**config.mk**
```make
export PLATFORM = sky130hd
export DESIGN_NAME = pc_fetch_sequencer
export DESIGN_NICKNAME = d
export VERILOG_FILES = /design/src/rtl/pc_fetch_sequencer_pkg.sv /design/src/rtl/pc_fetch_sequencer.sv
export SDC_FILE = /design/constraint.sdc
export NUM_CORES = 1
export LEC_CHECK = 0
export ABC_AREA = 1
export BUFFER_PORTS_ARGS = -buffer_cell sky130_fd_sc_hd__buf_2
export CAP_MARGIN = 30
export CORE_AREA = 3 3 84 86
export CTS_CLUSTER_SIZE = 20
export DETAILED_ROUTE_END_ITERATION = 10
export DIE_AREA = 0 0 87 89
export GPL_TIMING_DRIVEN = 0
export SYNTH_ARGS = -nofsm -noshare
export SYNTH_HDL_FRONTEND = slang
export SYNTH_SLANG_ARGS = --single-unit
```
**constraint.sdc**
```tcl
create_clock -name clk -period 1.7 [get_ports clk]
set_input_delay 0.34 -clock clk [delete_from_list [all_inputs] [get_ports clk]]
set_output_delay 0.34 -clock clk [all_outputs]
set_load 0.05 [all_outputs]
```
**src/rtl/pc_fetch_sequencer_pkg.sv**
```systemverilog
// Shared types and defaults for the instruction fetch sequencer.
// State encoding is fixed so traces line up with the decode-side tools.
package pc_fetch_sequencer_pkg;

   localparam int DEF_ADDR_W = 16;
   localparam int DEF_DATA_W = 16;

   typedef enum logic [2:0] {
      ST_IDLE   = 3'd0,
      ST_REQ    = 3'd1,
      ST_WAIT   = 3'd2,
      ST_DRAIN  = 3'd3,
      ST_HOLD   = 3'd4,
      ST_HALTED = 3'd5
   } state_t;

endpackage

```
**src/rtl/pc_fetch_sequencer.sv**
```systemverilog
// Fetch controller: PC stepping, imem read sequencing, IR hold for decode.
// Redirects load the PC and squash whatever read is still in flight.
module pc_fetch_sequencer
   import pc_fetch_sequencer_pkg::*;
#(
   parameter int ADDR_W = DEF_ADDR_W,
   parameter int DATA_W = DEF_DATA_W
) (
   input  logic              clk,
   input  logic              reset,
   input  logic              run,
   input  logic              halt,
   input  logic [ADDR_W-1:0] pc,
   output logic              pc_en,
   output logic              pc_load,
   output logic [ADDR_W-1:0] pc_load_val,
   output logic              mem_req,
   output logic [ADDR_W-1:0] mem_addr,
   input  logic              mem_gnt,
   input  logic              mem_rvalid,
   input  logic [DATA_W-1:0] mem_rdata,
   output logic              ir_valid,
   output logic [DATA_W-1:0] ir_data,
   output logic [ADDR_W-1:0] ir_pc,
   input  logic              ir_ready,
   input  logic              redirect,
   input  logic [ADDR_W-1:0] redirect_pc,
   output logic              busy
);

   state_t state, nxt;
   logic   cap_pc;
   logic   cap_data;

   always_ff @(posedge clk or negedge reset) begin
      if (!reset) begin
         state    <= ST_IDLE;
         ir_valid <= 1'b0;
         busy     <= 1'b0;
         ir_data  <= '0;
         ir_pc    <= '0;
      end else begin
         state    <= nxt;
         ir_valid <= (nxt == ST_HOLD);
         busy     <= !(nxt inside {ST_IDLE, ST_HALTED});
         if (cap_pc)
            ir_pc <= pc;
         if (cap_data)
            ir_data <= mem_rdata;
      end
   end

   always_comb begin
      nxt      = state;
      pc_en    = 1'b0;
      pc_load  = 1'b0;
      mem_req  = 1'b0;
      cap_pc   = 1'b0;
      cap_data = 1'b0;
      unique case (state)
         ST_IDLE, ST_HALTED: begin
            if (run && !halt)
               nxt = ST_REQ;
         end
         ST_REQ: begin
            if (redirect) begin
               pc_load = 1'b1;
            end else begin
               mem_req = 1'b1;
               if (mem_gnt) begin
                  pc_en  = 1'b1;
                  cap_pc = 1'b1;
                  nxt    = ST_WAIT;
               end else if (halt) begin
                  nxt = ST_HALTED;
               end
            end
         end
         ST_WAIT: begin
            // a redirect racing the read data drops it outright
            if (redirect) begin
               pc_load = 1'b1;
               nxt     = mem_rvalid ? ST_REQ : ST_DRAIN;
            end else if (mem_rvalid) begin
               cap_data = 1'b1;
               nxt      = ST_HOLD;
            end
         end
         ST_DRAIN: begin
            pc_load = redirect;
            if (mem_rvalid)
               nxt = ST_REQ;
         end
         ST_HOLD: begin
            if (redirect) begin
               pc_load = 1'b1;
               nxt     = ST_REQ;
            end else if (ir_ready) begin
               nxt = halt ? ST_HALTED : ST_REQ;
            end
         end
         default: nxt = ST_IDLE;
      endcase
   end

   assign pc_load_val = pc_load ? redirect_pc : '0;
   assign mem_addr    = mem_req ? pc : '0;

endmodule

```
==> flow_metrics.py, run 1 <==
metrics = {
    "logic_synthesis": {
        "avgSynthCellArea_um2": 9.137,
        "yosys-top-cells-area": "dfrtp_1 (49%), nor2_1 (8.3%), o21ai_2 (7.4%)",
        "yosysSeqAreaShare_pct": 48.72,
        "netlist_instances": 208,
        "ys_seq_elements": 37,
        "synth_area_leader_cell": "dfrtp_1",
        "synth.distinct_cells": 19,
        "syn-num-nets": 264,
        "netlist_area_mm2": 0.001901,
        "synth_warnings": 0,
        "synth_top_area_share_pct": 48.72,
    },
    "power_and_ir_drop": {
        "p_leak_nw": 1.877,
        "peakVddDrop_mv": 1.042,
        "total_power_mw": 7.096,
        "combPwrFrac_pct": 67.6,
        "p_clk_share_pct": 11.2,
        "power.density_mw_per_mm2": 2038,
        "p_int_mw": 3.378,
        "switchingPower_mw": 3.717,
        "pwr-share-seq_pct": 21.2,
        "switching_share_pct": 52.39,
    },
    "timing": {
        "setup_viol_count_final": 34,
        "fin_worst_skew_ps": 8.297,
        "final-hold-violation-count": 0,
        "drv_slew": 0,
        "fin_crit_sh_pct": 112.9,
        "rsz0062_at_grt": "yes",
        "worst_slew_pin_slew_ps": 844.7,
        "slew_headroom_pct": 43.69,
        "period_needed_ps": 1919,
        "timing.fmax_mhz": 521.1,
        "fin_ws_ps": -218.9,
    },
    "critical_path": {
        "path_buf_inv": 5,
        "worstReg2RegEnd": "ir_data[5]$_DFFE_PN0P_",
        "path_cells": "buf_6 -> inv_4 -> nor2_2 -> nor2_4 -> inv_6 -> buf_12 -> nor2_4 -> buf_6",
        "crit_fanout": 6,
        "start_kind": "flip-flop",
        "regToRegSetupSlack_ps": 130,
        "crit_path_top_delay_cell": "dfrtp_2",
        "worstPathArrival_ps": 1580,
        "ff2ff_path_depth": 5,
        "slowest_delay_ps": 450,
        "path_class": "flip-flop to primary output",
        "cp.required_ps": 1360,
        "critPathCaptureType": "primary output",
        "critPathTopFamily": "buffers and inverters",
        "critical_path_cell_count": 8,
        "timing.rr.start": "state[0]$_DFF_PN0_",
    },
    "global_routing": {
        "grt_pass1_vias": 1946,
        "overflow": 0,
        "antenna_found_initial": 0,
        "grt_pass1_wl_um": 9025,
        "grt_max_degree": 38,
        "gr-usage-all-layers_pct": 14.75,
    },
    "clock_tree": {
        "cts_inserted_buffers": 5,
        "clk_pin_slew_ps": 80,
        "numClockSinks": 37,
        "htreeDepth": 2,
        "clock_latency_ps": 280,
        "cts-root-buf": "clkbuf_8",
        "cts_buffer_depth": 2,
        "cts_tree": "yes",
    },
    "detailed_routing": {
        "dr.pass1.iters": 4,
        "initialDrtViolationCount": 48,
        "drc": 0,
        "vias": 1888,
        "post_drt_wl_per_cell_um": 12.71,
        "drt_wl_total_um": 5505,
        "ant_nets": 0,
        "routed_via_density": 4.360,
    },
    "placed_design": {
        "placed_cells": 409,
        "place.gp.congestion": 0.7376,
        "port_buffers": 124,
        "dp_hpwl_um": 3844,
    },
    "min_path": {
        "hold_path.class": "primary input to async pin",
    },
    "floorplanning": {
        "io_pins": 125,
        "design.core.area_mm2": 0.006350,
        "rows": 29,
        "dieHeight_um": 89,
        "start_util_pct": 29.93,
        "dieArea_mm2": 0.007743,
        "die_width_um": 87,
    },
    "layout": {
        "fin_nets": 411,
        "final_common_cell": "buf_2",
        "seq_area_um2": 928.4,
        "layout_common_cells": "buf_2 (89), nor2_4 (38), buf_6 (38)",
        "drive_above_1_share_pct": 66.85,
        "multiInputGateArea_mm2": 0.001017,
        "instances_no_fill": 433,
        "syn_to_final_growth_pct": 83.21,
        "diodes": 0,
        "n_fill_cell": 566,
    },
    "run_status": {
        "outcome": "finished, violations left",
        "violations": "setup timing",
    },
    "job": {
        "max_cap_viol_count": 0,
    },
}
power by group through the flow:
stage / Sequential [mW] / Combinational [mW] / Clock [mW]
finish: 1.50 / 4.80 / 0.796
CTS: 1.50 / 4.72 / 0.827
floorplan: 2.80 / 1.91 / 0
global placement: 1.50 / 4.00 / 0
global route: 1.56 / 5.07 / 0.876
detailed placement: 1.51 / 4.02 / 0
cell type report:
class	count	share of cell area, %
clock buffer	6	2.372
buffer	6	2.551
tap	77	2.767
timing repair buffer	140	30.36
clock inverter	2	1.078
multi-input combinational	122	29.21
sequential	37	26.66
inverter	43	4.995
worst max-delay path by stage:
| stage | startpoint | end | slack (ps) |
|---|---|---|---|
| 5_1_grt | state[0]$_DFF_PN0_ | mem_addr[12] | -300 |
| 4_1_cts | state[2]$_DFF_PN0_ | pc_load_val[11] | -200 |
| 3_3_place_gp | state[0]$_DFF_PN0_ | mem_addr[10] | -110 |
| 2_1_floorplan | state[2]$_DFF_PN0_ | mem_addr[10] | -230 |
| 6_report | state[2]$_DFF_PN0_ | pc_load_val[15] | -220 |
| 3_5_place_dp | state[0]$_DFF_PN0_ | mem_addr[10] | -120 |
worst reg2reg max path: stages (launching register included):
cell and delay, ps:
dfrtp_2 440, buf_4 160, nor2_2 160, nand3_4 190
buf_8 200, mux2_4 300
metal layers:
metal | global-route usage [%] | share of wire (%) | vias to the layer above | wire, um
met5 | 0 | 0 | - | 0
met4 | 4.533 | 1.4 | 0 | 78
met3 | 4.885 | 10 | 7 | 563
met2 | 25.47 | 51 | 97 | 2810
met1 | 17.40 | 37 | 867 | 2052
li1 | - | - | 917 | -
through the flow:
stage | setup TNS (ps) | hold WS, ps | cell area, um^2 | util (%) | worst slack [ps]
4_1_cts | -6243 | 179.9 | 3432 | 54.05 | -202.1
5_1_grt | -9297 | 208.3 | 3482 | 54.84 | -300.7
2_1_floorplan | -5374 | 44.41 | 2147 | - | -230.8
6_report | -6494 | 154.1 | 3482 | 54.84 | -218.9
3_5_place_dp | -1330 | 462.1 | 2864 | 45.10 | -120.7
3_3_place_gp | -1075 | 461.4 | 2864 | 45.10 | -111.9
Yosys cell counts:
master	instances
nand3_1	4
o21ai_0	1
nor2_4	2
nand4_1	1
nor2_2	4
nor3_1	1
o22ai_1	1
inv_2	6
buf_8	1
o21ai_2	16
mux2_2	8
mux2_4	8
buf_6	5
inv_1	37
nor2_1	42
nand3_4	1
nand2_1	32
dfrtp_1	37
nand2_2	1
flip-flops by register name, summed over array words and instances (netlist names):
signal,flops
busy,1
ir_valid,1
state,3
ir_data,16
ir_pc,16
timing repair:
| item | 4_1_cts | 5_1_grt |
|---|---|---|
| hold buffers | 0 | 0 |
| setup endpoints to repair | 35 | 35 |
| gates resized for setup | 93 | 11 |
| buffers inserted | 12 | 2 |
| gates cloned | 2 | 0 |
| pin swaps | 8 | 1 |
cell families (layout without fill, tap and decap cells):
logic type	Yosys count	after routing	share of synthesized area, %
buffers and inverters	49	197	12.24
AO/OA/AOI/OAI	18	18	7.965
flip-flops	37	37	48.72
AND/OR/NAND/NOR	88	88	20.01
multiplexers	16	16	11.06
(Power assumes the default switching activity.)
==> run 2: changes to the inputs <==
==> constraint.sdc (replaced) <==
create_clock -name clk -period 1.7 [get_ports clk]
set_input_delay 0.17 -clock clk [delete_from_list [all_inputs] [get_ports clk]]
set_output_delay 0.17 -clock clk [all_outputs]
set_load 0.05 [all_outputs]
==> run 2 against run 1 <==
Net effect: the flow finishes with violations (hold timing, setup timing); largest power group unchanged; critical endpoint is now mem_addr[12]; sequential share of layout area rose by 0.93 points; first-iteration DRC count is 10% lower; cell count fell by 0.92%; largest cell class unchanged; highest routed layer unchanged; critical path depth unchanged.
==> flow_metrics.py, run 2 (same netlist as run 1, synthesis figures left out) <==
metrics = {
    "power_and_ir_drop": {
        "power.density_mw_per_mm2": 2012,
        "p_leak_nw": 1.834,
        "peakVddDrop_mv": 1.067,
    },
    "global_routing": {
        "grt_pass1_wl_um": 8562,
        "grt_max_degree": 38,
        "grt_pass1_vias": 1846,
        "overflow": 0,
        "antenna_found_initial": 0,
        "gr-usage-all-layers_pct": 14.02,
    },
    "clock_tree": {
        "clock_latency_ps": 280,
        "cts_buffer_depth": 2,
        "clk_pin_slew_ps": 80,
        "htreeDepth": 2,
        "cts-root-buf": "clkbuf_8",
        "cts_tree": "yes",
        "cts_inserted_buffers": 5,
        "numClockSinks": 37,
    },
    "critical_path": {
        "critPathCaptureType": "primary output",
        "path_class": "flip-flop to primary output",
        "cp.required_ps": 1530,
        "worstPathArrival_ps": 1550,
        "start_kind": "flip-flop",
        "crit_fanout": 5,
    },
    "layout": {
        "reg_top3": "ir_data (16), ir_pc (16), state (3)",
        "fin_nets": 407,
        "instances_no_fill": 429,
        "multiInputGateArea_mm2": 0.001010,
        "n_fill_cell": 595,
        "final_common_cell": "buf_2",
        "diodes": 0,
        "syn_to_final_growth_pct": 77.02,
        "layout_common_cells": "buf_2 (91), inv_1 (37), nor2_4 (37)",
        "seq_area_um2": 928.4,
        "drive_above_1_share_pct": 66.19,
    },
    "timing": {
        "fin_worst_skew_ps": 5.214,
        "fin_setup_tns_ps": -181.9,
        "drv_slew": 0,
        "slew_headroom_pct": 44.84,
        "timing.fmax_mhz": 580.6,
        "fin_ws_ps": -22.33,
        "fin_crit_sh_pct": 101.3,
        "final-hold-violation-count": 33,
        "worst_slew_pin_slew_ps": 827.4,
        "holdWs_ps": -21.18,
        "setup_viol_count_final": 14,
        "rsz0062_at_grt": "yes",
        "period_needed_ps": 1722,
    },
    "placed_design": {
        "placed_cells": 409,
        "place.gp.congestion": 0.8213,
        "port_buffers": 124,
        "dp_hpwl_um": 3818,
    },
    "floorplanning": {
        "io_pins": 125,
        "die_width_um": 87,
        "dieHeight_um": 89,
        "design.core.area_mm2": 0.006350,
        "start_util_pct": 29.93,
        "rows": 29,
        "dieArea_mm2": 0.007743,
    },
    "detailed_routing": {
        "routed_via_density": 4.289,
        "drc": 0,
        "initialDrtViolationCount": 43,
        "ant_nets": 0,
        "vias": 1840,
        "dr.pass1.iters": 4,
        "drt_wl_total_um": 5349,
        "post_drt_wl_per_cell_um": 12.47,
    },
    "run_status": {
        "outcome": "finished, violations left",
        "violations": "hold timing, setup timing",
    },
    "job": {
        "max_cap_viol_count": 0,
    },
    "min_path": {
        "hold_path.class": "primary input to async pin",
    },
}
[run 2: cell count changes in the layout (fill, tap and decap cells not counted), sizes merged]
cell,previous run,this run
buf,146,142
clkinv,0,2
bufinv,1,0
clkinvlp,1,0
[run 2: area by class of cell]
cell class | instances | area share (%)
Timing Repair Buffer | 136 | 29.01
Tap cell | 77 | 2.864
Sequential cell | 37 | 27.59
Multi-Input combinational cell | 122 | 30.01
Clock buffer | 6 | 2.454
Inverter | 43 | 5.020
Clock inverter | 2 | 0.4091
Buffer | 6 | 2.640
[run 2: per-stage QoR]
stage	setup WS (ps)	hold slack [ps]	total power, mW	util (%)	area [um^2]
global placement	54.04	336.1	5.466	44.59	2831
floorplan	-60.83	-125.6	4.667	-	2115
CTS	-33.31	12.23	6.741	51.78	3288
global route	-127.7	48.60	7.172	52.99	3364
detailed placement	46.03	327.6	5.494	44.59	2831
finish	-22.33	-21.18	6.770	52.99	3364
[run 2: path summary, 6_finish.rpt]
path	endpoint	cells past startpoint	slack (ps)	from
max	mem_addr[12]	8	-20	state[0]$_DFF_PN0_
min	ir_data[1]$_DFFE_PN0P_	1	-20	reset
max reg2reg	ir_data[10]$_DFFE_PN0P_	6	80	state[2]$_DFF_PN0_
min reg2reg	ir_pc[3]$_DFFE_PN0P_	2	480	ir_pc[3]$_DFFE_PN0P_
max in group asynchronous	state[0]$_DFF_PN0_	1	1150	reset
min in group clk	ir_data[9]$_DFFE_PN0P_	2	110	mem_rdata[9]
[run 2: where the power goes]
group          internal, mW  leakage [nW]  switching (mW)
combinational          1.51          1.32            3.12
clock                 0.329        0.0512           0.318
sequential             1.28         0.462           0.218
[run 2: what timing repair did]
item                                    in CTS  in global routing
pin swaps                                    5                  1
gates cloned                                 2                  0
endpoints found under the setup margin      32                 33
buffers inserted                             9                  1
hold buffers                                 0                  0
resized for setup                           75                 18
hold endpoints to repair                     0                  0
[run 2: critical path: stages, from the launching register on]
cell	delay [ps]
dfrtp_2	430
inv_2	70
nor2_4	130
nand2_4	60
nor2_4	130
inv_6	70
buf_16	150
nor2_4	80
buf_6	160
[run 2: per-layer routing]
metal	part of all wire (%)	track usage (%)	wire [um]	up-vias
met5	0	0	0	-
met1	37	15.95	1959	822
li1	-	-	-	915
met3	11	4.700	584	10
met2	51	24.64	2711	93
met4	1.7	4.816	93	0
==> run 3: changes to the inputs <==
- CORE_AREA: 3 3 84 86 -> 3 3 117 63
- DIE_AREA: 0 0 87 89 -> 0 0 120 66
==> run 3 against run 2 <==
Net effect: the run ends with setup timing left; first-iteration DRC count is 16% lower; core utilization grew 0.71 points; die area is 2.3% higher; sequential cell count stayed put; clock power grew 64%; critical path depth is the same; sequential power about the same; power rose by 6.9%; global-route usage rose by 0.55 points; critical endpoint is now mem_addr[8]; largest cell class unchanged.
==> flow_metrics.py, run 3 (same netlist as run 1, synthesis figures left out) <==
metrics = {
    "critical_path": {
        "crit_path_frequent_cell": "nor2_4",
        "start_kind": "flip-flop",
        "worstPathArrival_ps": 1550,
        "slowest_delay_ps": 400,
        "cp.required_ps": 1530,
        "path_class": "flip-flop to primary output",
        "path_cells": "inv_2 -> nor2_4 -> nand2_4 -> nor2_4 -> inv_6 -> buf_12 -> nor2_4 -> buf_6",
        "critPathCaptureType": "primary output",
        "crit_fanout": 5,
        "crit_path_top_delay_cell": "dfrtp_2",
    },
    "floorplanning": {
        "dieHeight_um": 66,
        "start_util_pct": 29.28,
        "io_pins": 125,
        "design.core.area_mm2": 0.006490,
        "die_width_um": 120,
        "rows": 21,
        "dieArea_mm2": 0.007920,
    },
    "clock_tree": {
        "cts_inserted_buffers": 5,
        "cts_tree": "yes",
        "clock_latency_ps": 270,
        "htreeDepth": 2,
        "clk_pin_slew_ps": 60,
        "cts_buffer_depth": 2,
        "cts-root-buf": "clkbuf_16",
        "ctsHoldBuffers": 0,
        "numClockSinks": 37,
    },
    "detailed_routing": {
        "initialDrtViolationCount": 36,
        "drc": 0,
        "post_drt_wl_per_cell_um": 13.01,
        "vias": 1857,
        "dr.pass1.iters": 4,
        "routed_via_density": 4.182,
        "drt_wl_total_um": 5778,
        "ant_nets": 0,
    },
    "layout": {
        "layout_common_cells": "buf_2 (92), inv_1 (37), nor2_4 (37)",
        "final_common_cell": "buf_2",
        "fin_area_mm2": 0.003485,
        "reg_top3": "ir_data (16), ir_pc (16), state (3)",
        "fin_util_pct": 53.69,
        "diodes": 0,
        "drive_above_1_share_pct": 66.48,
        "fin_nets": 407,
        "instances_no_fill": 444,
        "syn_to_final_growth_pct": 83.34,
    },
    "timing": {
        "drv_slew": 0,
        "setup_viol_count_final": 5,
        "worst_slew_pin_slew_ps": 846.3,
        "final-hold-violation-count": 0,
        "fin_worst_skew_ps": 4.875,
        "timing.fmax_mhz": 582.9,
        "slew_headroom_pct": 43.58,
        "period_needed_ps": 1715,
        "fin_crit_sh_pct": 100.9,
        "rsz0062_at_grt": "yes",
        "fin_ws_ps": -15.49,
    },
    "power_and_ir_drop": {
        "total_power_mw": 7.235,
        "p_leak_nw": 1.871,
        "power.density_mw_per_mm2": 2076,
        "peakVddDrop_mv": 0.8819,
    },
    "global_routing": {
        "use_met1_pct": 18.80,
        "overflow": 0,
        "met3_usage_pct": 6.325,
        "grt_max_degree": 38,
        "grt_use_met2_pct": 22.64,
        "antenna_found_initial": 0,
        "grt_pass1_vias": 1869,
        "busiest_layer": "met2",
        "gr-usage-all-layers_pct": 14.57,
        "grt_pass1_wl_um": 9094,
    },
    "run_status": {
        "outcome": "finished, violations left",
        "violations": "setup timing",
    },
    "placed_design": {
        "place.gp.congestion": 0.7522,
        "port_buffers": 124,
        "post_dp_cell_area_mm2": 0.002850,
        "dp_hpwl_um": 4125,
        "placed_cells": 424,
        "pre_cts_ws_ps": 52.82,
    },
    "min_path": {
        "hold_path.class": "primary input to async pin",
    },
    "job": {
        "max_cap_viol_count": 0,
    },
}
run 3: cell count changes in the layout (fill, tap and decap cells not counted), sizes merged:
cell / previous run / this run
clkinv: 2 / 0
clkbuf: 6 / 7
bufinv: 0 / 1
run 3: through the flow:
stage	TNS, ps	hold WS, ps
after floorplan	-597.8	-125.6
after global placement	0	316.8
after detailed placement	0	324.6
after CTS	-344.6	30.13
after global routing	-1528	71.44
final	-40.32	1.625
run 3: metal layers:
layer	wire length, um	share of wire, %
met1	2529	44
met5	0	0
met3	643	11
met4	23	0.40
met2	2583	45
run 3: area by class of cell:
class | instances | area [um^2]
plain buffers | 6 | 88.84
flip-flops and latches | 37 | 929.6
clock buffers | 7 | 142.6
multi-input cells | 122 | 1012
fillers | 584 | 3005
well taps | 92 | 115.1
clock inverters | 1 | 30.03
repair buffers | 136 | 997.2
inverters | 43 | 168.9
run 3: what timing repair did:
item,CTS,global route
buffers inserted,9,1
endpoints found under the setup margin,26,32
pin swaps,6,4
cloned,2,0
gates resized for setup,69,30
run 3: worst max-delay path, delay by kind of cell, from the launching register on:
family        cells  cell delay (ps)
simple gates      4              430
flops             1              400
buf+inv           4              440
run 3: worst paths after layout:
check                                     start                     end  slack [ps]  cells after the start
setup / recovery             state[0]$_DFF_PN0_             mem_addr[8]         -20                      8
hold / removal                            reset  ir_data[7]$_DFFE_PN0P_           2                      1
setup reg to reg             state[0]$_DFF_PN0_  ir_data[5]$_DFFE_PN0P_         170                      5
hold reg to reg            ir_pc[5]$_DFFE_PN0P_    ir_pc[5]$_DFFE_PN0P_         480                      2
max in group asynchronous                 reset      state[1]$_DFF_PN0_        1110                      1
min in group clk                   mem_rdata[6]  ir_data[6]$_DFFE_PN0P_         130                      2
run 3: report_power, final:
group,total (mW),internal (mW),switching (mW)
registers,1.50,1.28,0.223
logic,4.67,1.52,3.15
clock network,1.06,0.732,0.331
total,7.24,3.53,3.70
